$ cat config.mk
export PLATFORM = sky130hd
export DESIGN_NAME = mem_cmd_issuer_flat
export DESIGN_NICKNAME = d
export VERILOG_FILES = /design/src/rtl/mem_cmd_pkg.sv /design/src/rtl/mem_cmd_issuer_if.sv /design/src/rtl/rsp_timer.sv /design/src/rtl/mem_cmd_issuer.sv /design/src/flat_wrapper.sv
export SDC_FILE = /design/constraint.sdc
export NUM_CORES = 1
export LEC_CHECK = 0
export ABC_AREA = 1
export CAP_MARGIN = 20
export CORE_MARGIN = 3
export CORE_UTILIZATION = 44
export DETAILED_ROUTE_END_ITERATION = 7
export PLACE_DENSITY_LB_ADDON = 0.08
export SYNTH_ARGS = -nofsm -noshare
export SYNTH_HDL_FRONTEND = slang
export SYNTH_SLANG_ARGS = --single-unit
$ cat constraint.sdc
create_clock -name clk -period 2 [get_ports clk]
set_input_delay 0.2 -clock clk [delete_from_list [all_inputs] [get_ports clk]]
set_output_delay 0.2 -clock clk [all_outputs]
set_load 0.01 [all_outputs]
$ cat src/rtl/mem_cmd_pkg.sv
// Shared definitions for the byte-serial memory command protocol (issuer and responder).
package mem_cmd_pkg;

    localparam logic [7:0] CMD_READ  = 8'h30;
    localparam logic [7:0] CMD_WRITE = 8'h31;

    localparam logic [2:0] ST_IDLE        = 3'd0;
    localparam logic [2:0] ST_SEND_CMD    = 3'd1;
    localparam logic [2:0] ST_SEND_ADDR   = 3'd2;
    localparam logic [2:0] ST_SEND_DATA   = 3'd3;
    localparam logic [2:0] ST_WAIT_RSP    = 3'd4;
    localparam logic [2:0] ST_CAPTURE_RSP = 3'd5;

    typedef enum logic [2:0] {
        StIdle       = ST_IDLE,
        StSendCmd    = ST_SEND_CMD,
        StSendAddr   = ST_SEND_ADDR,
        StSendData   = ST_SEND_DATA,
        StWaitRsp    = ST_WAIT_RSP,
        StCaptureRsp = ST_CAPTURE_RSP
    } state_e;

endpackage

$ cat src/rtl/mem_cmd_issuer_if.sv
// Request, TX/RX FIFO and response signals of the memory command issuer.
interface mem_cmd_issuer_if #(
    parameter int FIFO_WIDTH = 8,
    parameter int ADDR_WIDTH = 8
);
    logic                  req_valid;
    logic                  req_ready;
    logic                  req_write;
    logic [ADDR_WIDTH-1:0] req_addr;
    logic [FIFO_WIDTH-1:0] req_wdata;
    logic                  tx_fifo_full;
    logic                  tx_fifo_wr_en;
    logic [FIFO_WIDTH-1:0] tx_dout;
    logic                  rx_fifo_empty;
    logic                  rx_fifo_rd_en;
    logic [FIFO_WIDTH-1:0] rx_din;
    logic                  rsp_valid;
    logic [FIFO_WIDTH-1:0] rsp_data;
    logic                  rsp_timeout;
    logic                  cmd_done;
    logic [5:0]            state_leds;

    modport master (
        input  req_valid, req_write, req_addr, req_wdata, tx_fifo_full, rx_fifo_empty, rx_din,
        output req_ready, tx_fifo_wr_en, tx_dout, rx_fifo_rd_en, rsp_valid, rsp_data,
               rsp_timeout, cmd_done, state_leds
    );

    modport slave (
        output req_valid, req_write, req_addr, req_wdata, tx_fifo_full, rx_fifo_empty, rx_din,
        input  req_ready, tx_fifo_wr_en, tx_dout, rx_fifo_rd_en, rsp_valid, rsp_data,
               rsp_timeout, cmd_done, state_leds
    );
endinterface

$ cat src/rtl/rsp_timer.sv
// Clear/enable/expire down-counter bounding how long a read waits for its reply byte.
module rsp_timer #(
    parameter int unsigned CYCLES = 1024
) (
    input  logic clk,
    input  logic rst,
    input  logic clear,
    input  logic enable,
    output logic expire
);
    localparam int unsigned W = (CYCLES > 1) ? $clog2(CYCLES) : 1;

    logic [W-1:0] count_q;

    always_ff @(posedge clk) begin
        if (rst || clear) begin
            count_q <= W'(CYCLES - 1);
        end else if (enable && count_q != '0) begin
            count_q <= count_q - W'(1);
        end
    end

    // Expiry marks the CYCLES-th enabled cycle since the last clear.
    assign expire = enable && (count_q == '0);
endmodule

$ cat src/rtl/mem_cmd_issuer.sv
// Host-side initiator: serializes one read/write request into TX bytes and collects the read echo.
// Optional MEM_CMD_RSP_TIMEOUT_EN aborts a read after TIMEOUT_CYCLES cycles without a reply.
module mem_cmd_issuer
    import mem_cmd_pkg::*;
#(
    parameter int FIFO_WIDTH = 8,
    parameter int ADDR_WIDTH = 8
`ifdef MEM_CMD_RSP_TIMEOUT_EN
    ,
    parameter int unsigned TIMEOUT_CYCLES = 1024
`endif
) (
    input logic             clk,
    input logic             rst,
    mem_cmd_issuer_if.master bus
);
    state_e                state_q, state_d;
    logic                  write_q;
    logic [ADDR_WIDTH-1:0] addr_q;
    logic [FIFO_WIDTH-1:0] wdata_q;
    logic [FIFO_WIDTH-1:0] rsp_data_q;
    logic                  rsp_valid_q;
    logic                  cmd_done_q;
    logic                  expired;

`ifdef MEM_CMD_RSP_TIMEOUT_EN
    logic rsp_timeout_q;

    rsp_timer #(
        .CYCLES (TIMEOUT_CYCLES)
    ) u_rsp_timer (
        .clk    (clk),
        .rst    (rst),
        .clear  (state_q != StWaitRsp),
        .enable (state_q == StWaitRsp),
        .expire (expired)
    );

    assign bus.rsp_timeout = rsp_timeout_q;
`else
    assign expired         = 1'b0;
    assign bus.rsp_timeout = 1'b0;
`endif

    always_comb begin
        state_d           = state_q;
        bus.req_ready     = 1'b0;
        bus.tx_fifo_wr_en = 1'b0;
        bus.tx_dout       = '0;
        bus.rx_fifo_rd_en = 1'b0;
        unique case (state_q)
            StIdle: begin
                bus.req_ready = 1'b1;
                if (bus.req_valid) state_d = StSendCmd;
            end
            StSendCmd: begin
                bus.tx_dout       = FIFO_WIDTH'(write_q ? CMD_WRITE : CMD_READ);
                bus.tx_fifo_wr_en = !bus.tx_fifo_full;
                if (!bus.tx_fifo_full) state_d = StSendAddr;
            end
            StSendAddr: begin
                bus.tx_dout       = FIFO_WIDTH'(addr_q);
                bus.tx_fifo_wr_en = !bus.tx_fifo_full;
                if (!bus.tx_fifo_full) state_d = write_q ? StSendData : StWaitRsp;
            end
            StSendData: begin
                bus.tx_dout       = wdata_q;
                bus.tx_fifo_wr_en = !bus.tx_fifo_full;
                if (!bus.tx_fifo_full) state_d = StIdle;
            end
            StWaitRsp: begin
                // A byte present on the expiry cycle wins over the timeout.
                bus.rx_fifo_rd_en = !bus.rx_fifo_empty;
                if (!bus.rx_fifo_empty) state_d = StCaptureRsp;
                else if (expired)       state_d = StIdle;
            end
            StCaptureRsp: state_d = StIdle;
            default:      state_d = StIdle;
        endcase
    end

    always_ff @(posedge clk) begin
        if (rst) begin
            state_q       <= StIdle;
            write_q       <= 1'b0;
            addr_q        <= '0;
            wdata_q       <= '0;
            rsp_data_q    <= '0;
            rsp_valid_q   <= 1'b0;
            cmd_done_q    <= 1'b0;
`ifdef MEM_CMD_RSP_TIMEOUT_EN
            rsp_timeout_q <= 1'b0;
`endif
        end else begin
            state_q       <= state_d;
            rsp_valid_q   <= 1'b0;
            cmd_done_q    <= 1'b0;
`ifdef MEM_CMD_RSP_TIMEOUT_EN
            rsp_timeout_q <= 1'b0;
            if (state_q == StWaitRsp && bus.rx_fifo_empty && expired) begin
                rsp_data_q    <= '0;
                rsp_valid_q   <= 1'b1;
                rsp_timeout_q <= 1'b1;
                cmd_done_q    <= 1'b1;
            end
`endif
            if (state_q == StIdle && bus.req_valid) begin
                write_q <= bus.req_write;
                addr_q  <= bus.req_addr;
                wdata_q <= bus.req_wdata;
            end
            if (state_q == StSendData && !bus.tx_fifo_full) cmd_done_q <= 1'b1;
            if (state_q == StCaptureRsp) begin
                rsp_data_q  <= bus.rx_din;
                rsp_valid_q <= 1'b1;
                cmd_done_q  <= 1'b1;
            end
        end
    end

    assign bus.rsp_valid  = rsp_valid_q;
    assign bus.rsp_data   = rsp_data_q;
    assign bus.cmd_done   = cmd_done_q;
    assign bus.state_leds = {3'b000, state_q};
endmodule

$ cat src/flat_wrapper.sv
// flat-port wrapper written by rule: the top's interface ports become plain ports
module mem_cmd_issuer_flat import mem_cmd_pkg::*;
#(
    parameter int FIFO_WIDTH = 8,
    parameter int ADDR_WIDTH = 8

)
  (clk, rst, bus_req_valid, bus_req_write, bus_req_addr, bus_req_wdata, bus_tx_fifo_full, bus_rx_fifo_empty, bus_rx_din, bus_req_ready, bus_tx_fifo_wr_en, bus_tx_dout, bus_rx_fifo_rd_en, bus_rsp_valid, bus_rsp_data, bus_rsp_timeout, bus_cmd_done, bus_state_leds);
  mem_cmd_issuer_if #(.FIFO_WIDTH(FIFO_WIDTH), .ADDR_WIDTH(ADDR_WIDTH)) bus_i ();
  input logic clk;
  input logic rst;
  input wire logic [$bits(bus_i.req_valid)-1:0] bus_req_valid;
  input wire logic [$bits(bus_i.req_write)-1:0] bus_req_write;
  input wire logic [$bits(bus_i.req_addr)-1:0] bus_req_addr;
  input wire logic [$bits(bus_i.req_wdata)-1:0] bus_req_wdata;
  input wire logic [$bits(bus_i.tx_fifo_full)-1:0] bus_tx_fifo_full;
  input wire logic [$bits(bus_i.rx_fifo_empty)-1:0] bus_rx_fifo_empty;
  input wire logic [$bits(bus_i.rx_din)-1:0] bus_rx_din;
  output wire logic [$bits(bus_i.req_ready)-1:0] bus_req_ready;
  output wire logic [$bits(bus_i.tx_fifo_wr_en)-1:0] bus_tx_fifo_wr_en;
  output wire logic [$bits(bus_i.tx_dout)-1:0] bus_tx_dout;
  output wire logic [$bits(bus_i.rx_fifo_rd_en)-1:0] bus_rx_fifo_rd_en;
  output wire logic [$bits(bus_i.rsp_valid)-1:0] bus_rsp_valid;
  output wire logic [$bits(bus_i.rsp_data)-1:0] bus_rsp_data;
  output wire logic [$bits(bus_i.rsp_timeout)-1:0] bus_rsp_timeout;
  output wire logic [$bits(bus_i.cmd_done)-1:0] bus_cmd_done;
  output wire logic [$bits(bus_i.state_leds)-1:0] bus_state_leds;
  assign bus_i.req_valid = bus_req_valid;
  assign bus_i.req_write = bus_req_write;
  assign bus_i.req_addr = bus_req_addr;
  assign bus_i.req_wdata = bus_req_wdata;
  assign bus_i.tx_fifo_full = bus_tx_fifo_full;
  assign bus_i.rx_fifo_empty = bus_rx_fifo_empty;
  assign bus_i.rx_din = bus_rx_din;
  assign bus_req_ready = bus_i.req_ready;
  assign bus_tx_fifo_wr_en = bus_i.tx_fifo_wr_en;
  assign bus_tx_dout = bus_i.tx_dout;
  assign bus_rx_fifo_rd_en = bus_i.rx_fifo_rd_en;
  assign bus_rsp_valid = bus_i.rsp_valid;
  assign bus_rsp_data = bus_i.rsp_data;
  assign bus_rsp_timeout = bus_i.rsp_timeout;
  assign bus_cmd_done = bus_i.cmd_done;
  assign bus_state_leds = bus_i.state_leds;
  mem_cmd_issuer #(.FIFO_WIDTH(FIFO_WIDTH), .ADDR_WIDTH(ADDR_WIDTH)) u_core (.clk(clk), .rst(rst), .bus(bus_i));
endmodule
# After elaboration in Yosys (flattened, before gate mapping)
# Cells that the tools add are included.
[word_totals]
ff_bits = 30
inputBits = 30
output_inout_bits = 28
elab_cells = 39
[classes]
eq_ne = 10
mux = 15
reduce_logical = 7
[op_table]
columns = ["op", "n"]
rows = [
  ["$pmux W8 S3", 1],
  ["$mux W3", 6],
  ["$pmux W3 S5", 1],
  ["$ne A2 B2 Y1 const B", 5],
  ["$mux W1", 7],
  ["$eq A3 B2 Y1 const B", 2],
  ["$eq A3 B3 Y1 const B", 2],
  ["$reduce_and A5 Y1", 1],
  ["$eq A3 B1 Y1 const B", 1],
  ["$logic_not A3 Y1", 1],
  ["$reduce_or A3 Y1", 1],
  ["$logic_and A1 B1 Y1", 2],
  ["$logic_not A1 Y1", 2],
]

# Logic depth before layout (Yosys ltp)
# Gate-level depths: netlist (run 1).
[logic_depth]
ltp_word = 4
mapped_depth = 7
mapped_depth_nobuf = 7

# Worst setup path before layout (run 1)
# No wires, ideal clock.
[synth_path]
kind = "register -> output"
start = "reg u_core.state_q[1]"
end = "out bus_tx_dout[4]"
arrival_time_ns = 1.208
required_time_ns = 1.800
setup_slack_ns = 0.592
stages_incl_launch_ff = 5
path_buffers = 0
path_cell_list = "dfxtp_1 -> inv_2 -> nor3_2 -> inv_1 -> o221ai_1"
[synth_between]
elab_chain_len = 2
elab_cells_between_ends = 4
cone_classes = "eq/ne: 3; mux: 1"
[synth_rtl]
columns = ["item", "line", "source"]
rows = [
  ["start, declared", "mem_cmd_issuer.sv:17", "state_e state_q, state_d;"],
  ["start signal, assigned", "mem_cmd_issuer.sv:84", "state_q <= StIdle;"],
  ["start signal, assigned", "mem_cmd_issuer.sv:95", "state_q <= state_d;"],
  ["$eq A3 B2 Y1 or $eq A3 B1 Y1 (tied branches)", "mem_cmd_issuer.sv:51", "unique case (state_q)"],
  ["$pmux W8 S3 *", "mem_cmd_issuer.sv:51", ""],
  ["end, declared", "flat_wrapper.sv:21", "output wire logic [$bits(bus_i.tx_dout)-1:0] bus_tx_dout;"],
]
# Mark *: on every way between the ends. The rest lies on a longest branch, timed or not.

# Final worst setup path (run 1)
[layout_path]
start = "reg u_core.state_q[0]"
end = "out bus_req_ready"
[layout_between]
elab_chain_len = 2
[layout_rtl]
columns = ["item", "line", "source"]
rows = [
  ["$logic_not A3 Y1", "mem_cmd_issuer.sv:51", ""],
  ["$mux W1", "mem_cmd_issuer.sv:51", ""],
  ["end, declared", "flat_wrapper.sv:19", "output wire logic [$bits(bus_i.req_ready)-1:0] bus_req_ready;"],
]
# Every way passes these cells.

==> metrics, run 1 <==
WS Path Type=reg -> out; Worst path slowest cell=clkdlybuf4s50_1; Yosys warnings=0; vias in the first global route=1219; drt pass-1 iters=4; row count=19; worst path arrival time=1700 ps; Initial DRC Count=100; CTS HTree Levels=2; top cells by area, synth=dfxtp_1, nor2_1, a21oi_1; Setup crit end kind=primary output; VDD IR max=0.934 mV; fin cells=260; Post-Syn Instances=170; CORE AREA=2780 sq um; reg-to-reg endpoint=u_core.wdata_q[0]; Avg Cell Area, Syn=7.64 sq um; Finished Core Util=0.696; flops & latches, synth=30; Post-CTS Setup Inserts=0; crit path max fanout=4; Yosys top cell area share=0.462; diode count=0; outcome=completed; Chip Height=60.3 microns; RSZ-0062 raised after global routing=false; WL per Instance=12.7 microns; GP Congestion=0.842; placed wire-length estimate=2370 microns; IO buf count=53; area leader, netlist=dfxtp_1; final setup fails=0; R2R Setup Slk=500 ps; area of the multi-input gates=573 sq um; worst r2r src=u_core.state_q[0]; Critical Path Start=u_core.state_q[0]; Switch Pwr=912 uW; Yosys cell types=24; Post-Place Cells=252; Sequential Power Share=0.356; CTS clk-pin slew, worst paths=90 ps; Final Cycle Share=0.949; ys async rst share=0; Hold WS=462 ps; cell with the most instances after synthesis=dfxtp_1; Hold Path Class=reg -> reg; WHS Path Cells=2; chip width=60.3 microns; Internal=1.41 mW; Final Hold Fails=0; final setup TNS=0 ps; power per cell area=1200 nW/um^2; R2R depth=7; Worst setup SP type=flop; share of layout cells above drive strength 1=0.105; vias per cell=5.02; Comb pwr share=0.489; Max Root-Sink Buffers=2; most frequent cells after synthesis=dfxtp_1, nor2_1, inv_1; initial antenna violation count=0; Global Route Usage Sum=0.194; Largest stage delay, worst path=550 ps; sequential-to-total area share from yosys stat=0.462; Post-Route WL=3290 microns; Max-slew headroom=0.550; Post-CTS Hold Fix Bufs=0; worst slew pin tran=674 ps; grt ovf=0; Root Buffer Master=clkbuf_4; Clk pwr share=0.155; vias=1304; minimum clock period=1900 ps; Fmax=527 MHz; CTS Sinks=30; DRC=0; I/O Pins=58; EDFF count, synth=0; WHS Endpoint=u_core.wdata_q[5]; HP Start=u_core.wdata_q[5]; initial core utilization=0.467; sw frac=0.392; # fillers=257; largest net degree at the start of global routing=34; NumNets Final=258; Die ar.=3640 sq um; Cell Area, Synth=1300 sq um; Pleak=0.915 nW; Layout area overhead=49.0%; Max Cap Viol=0; register area=602 sq um; Clk Latency, worst-skew pair=310 ps; Req. time, crit path=1800 ps; CP Cell Sequence=inv_1 -> buf_4 -> nand2_4 -> nor2_4 -> clkdlybuf4s50_1; ANT nets after route=0; final-report max-slew violation count=0; Layout Skew=6.02 ps; first-pass GRT wire length=5310 microns; TritonCTS buffer count=5; CTS tree=done; top_reg_cell synth=dfxtp_1
==> cells in the final DEF (no fill, tap or decap) <==
cell type,instances
a21oi_1,17
buf_4,4
clkbuf_1,1
clkbuf_4,5
clkbuf_8,1
clkdlybuf4s50_1,44
clkinv_2,1
conb_1,4
dfxtp_1,29
dfxtp_2,1
dlygate4sd2_1,2
dlymetal6s2s_1,7
inv_1,19
inv_2,4
nand2_1,13
nand2_4,3
nand3_1,7
nand4_1,2
nor2_1,26
nor2_2,1
nor2_4,2
nor3_1,1
nor3_2,1
nor3_4,1
o21ai_0,11
o21ai_1,13
o21bai_1,1
o221ai_1,3
o22ai_1,5
==> power by group through the flow <==
stage               clock network, mW  registers (mW)  logic [mW]
global placement                    0           0.826        1.10
global route                    0.395           0.846        1.27
floorplan                           0           0.877       0.638
CTS                             0.371           0.826        1.14
detailed placement                  0           0.833        1.13
finish                          0.361           0.827        1.14
==> layout make-up <==
class	instances	share of cell area
inverters	23	0.0446
multi-input cells	111	0.296
repair buffers	57	0.297
well taps	31	0.0200
flip-flops and latches	30	0.311
clock buffers	7	0.0284
clock inverters	1	0.00259
==> layer usage <==
metal  part of all wire  track usage
met4             0.0055       0.0665
met1               0.44        0.235
met2               0.49        0.326
met5                  0            0
met3              0.068       0.0617
==> critical path: cells and delay by family, from the launching register on <==
family	cells	cell delay (ps)
buffers and inverters	3	840
DFF	1	350
and+or+nand+nor	2	180
==> sequential cells by signal, indices dropped and copies added, names as in the netlist <==
register and count:
u_core.addr_q 8, u_core.bus.rsp_data 8, u_core.wdata_q 8, u_core.state_q 3, u_core.bus.cmd_done 1, u_core.bus.rsp_valid 1, u_core.write_q 1
==> worst max-delay path by stage <==
stage | to | slack [ps] | depth (start not counted)
after floorplan | bus_tx_dout[4] | 590 | 4
after global placement | bus_tx_dout[0] | 180 | 5
after detailed placement | bus_tx_dout[0] | 110 | 5
after CTS | bus_tx_dout[4] | 10 | 5
after global routing | bus_req_ready | 6 | 5
final | bus_req_ready | 100 | 5
==> stage by stage <==
stage	setup WS [ps]	power, mW	area (sq um)
5_1_grt	6.07	2.51	1940
3_3_place_gp	180	1.92	1840
6_report	101	2.33	1940
2_1_floorplan	592	1.51	1310
3_5_place_dp	112	1.96	1840
4_1_cts	12.1	2.34	1920
==> repair_timing <==
item / CTS / global route
pin swaps: 2 / 0
resized for setup: 7 / 8
setup endpoints to repair: 8 / 7
==> kinds of logic after synthesis <==
family,after synthesis,synth area share
AOI/OAI and AO/OA,50,0.208
and+or+nand+nor,57,0.210
other,1,0.00289
buffers and inverters,32,0.117
DFF,30,0.462
Power figures use the tool's default switching activity.
==> run 2: changes to the inputs <==
Settings changed: CORE_UTILIZATION 44 to 46, CTS_BUF_LIST set to sky130_fd_sc_hd__clkbuf_8.
==> run 2 against run 1 <==
Compared with the run above: global-route usage up 2.5 points; flip-flop and latch count unchanged; via count up 2.9%; sequential power up 2%; cell area up 3.8%; core utilization up 8.0 points; non-clock buffer count down 1; clock power up 110%; highest routed layer unchanged; routed wire length up 9.4%; hold slack about the same.
==> metrics, run 2 (synthesized netlist as in run 1, its figures left out) <==
outcome=completed; TritonCTS buffer count=5; CTS tree=done; Post-Route WL=3600 microns; Hold Path Class=reg -> reg; Clk Latency, worst-skew pair=280 ps; vias per cell=5.20; Chip Height=59.1 microns; final setup TNS=0 ps; WHS Path Cells=2; HP Start=u_core.addr_q[2]; DRC=0; RSZ-0062 raised after global routing=false; crit path max fanout=4; largest net degree at the start of global routing=34; Max Cap Viol=0; IO buf count=53; reg-to-reg endpoint=u_core.bus.rsp_data[0]; first-pass GRT wire length=5750 microns; WL per Instance=13.9 microns; most frequent cells in the layout=clkdlybuf4s50_1, dfxtp_1, nor2_1; share of layout cells above drive strength 1=0.105; Post-CTS Setup Inserts=0; Final Hold Fails=0; CTS clk-pin slew, worst paths=70 ps; diode count=0; power per cell area=1370 nW/um^2; Max Root-Sink Buffers=2; ANT nets after route=0; R2R depth=6; chip width=59.1 microns; CORE AREA=2590 sq um; minimum clock period=1890 ps; Die ar.=3500 sq um; CTS resizes=9; Largest stage delay, worst path=560 ps; final setup fails=0; Layout area overhead=54.7%; drt pass-1 iters=4; GP Congestion=0.813; row count=18; fin cells=258; Initial DRC Count=74; Global Route Usage Sum=0.220; vias=1342; Worst path slowest cell=clkdlybuf4s50_1; Setup crit end kind=primary output; Final Cycle Share=0.943; Fmax=530 MHz; worst slew pin tran=684 ps; I/O Pins=58; WHS Endpoint=u_core.addr_q[2]; Req. time, crit path=1800 ps; worst r2r src=u_core.state_q[2]; WS Path Type=reg -> out; VDD IR max=1.09 mV; Post-CTS Hold Fix Bufs=0; Post-Place Cells=250; initial antenna violation count=0; R2R Setup Slk=470 ps; most common cell after layout, fill and taps aside=clkdlybuf4s50_1; Root Buffer Master=clkbuf_8; initial core utilization=0.501; NumNets Final=257; Max-slew headroom=0.543; vias in the first global route=1294; Worst setup SP type=flop; CP Cell Sequence=inv_1 -> buf_4 -> nand2_4 -> nor2_4 -> clkdlybuf4s50_1; Layout Skew=4.08 ps; CTS HTree Levels=2; placed wire-length estimate=2430 microns; final-report max-slew violation count=0; CTS Sinks=30; Pleak=0.913 nW; grt ovf=0; worst path arrival time=1690 ps
==> run 2: through the flow <==
step                hold slack, ps  setup slack, ps  area (sq um)  utilization  power (mW)
finish                         461              113          2010        0.776        2.75
global route                   476             34.9          2010        0.776        2.91
CTS                            456             16.9          1990        0.770        2.76
detailed placement             449             86.2          1840        0.709        1.94
global placement               439              213          1840        0.709        1.91
floorplan                      269              592          1310            -        1.51
==> run 2: where the power goes <==
group,internal (mW),switching (mW)
Combinational,0.481,0.672
Clock,0.531,0.227
Sequential,0.759,0.0806
Total,1.77,0.979
==> run 2: layout make-up <==
class / instances / area (sq um)
fillers: 198 / 581
well taps: 30 / 37.5
repair buffers: 56 / 562
clock inverters: 2 / 60.1
clock buffers: 6 / 82.6
inverters: 23 / 86.3
flip-flops and latches: 30 / 602
multi-input cells: 111 / 579
==> run 2: worst max-delay path by stage <==
| stage | start | end |
|---|---|---|
| floorplan | u_core.state_q[1] | bus_tx_dout[4] |
| global placement | u_core.state_q[0] | bus_tx_dout[5] |
| detailed placement | u_core.state_q[0] | bus_tx_dout[5] |
| CTS | u_core.state_q[0] | bus_tx_dout[4] |
| global route | u_core.state_q[1] | bus_rx_fifo_rd_en |
| finish | u_core.state_q[0] | bus_req_ready |
==> run 2: critical path: cells and delay by family, from the launching register on <==
kind	cells	cell delay, ps
DFF	1	360
buffers and inverters	3	850
and+or+nand+nor	2	200
==> run 2: per-layer routing <==
layer	track usage	wire, microns	vias to the layer above
li1	-	-	673
met1	0.237	1370	607
met2	0.394	1870	53
met3	0.0610	292	9
met4	0.100	72	0
met5	0	0	-
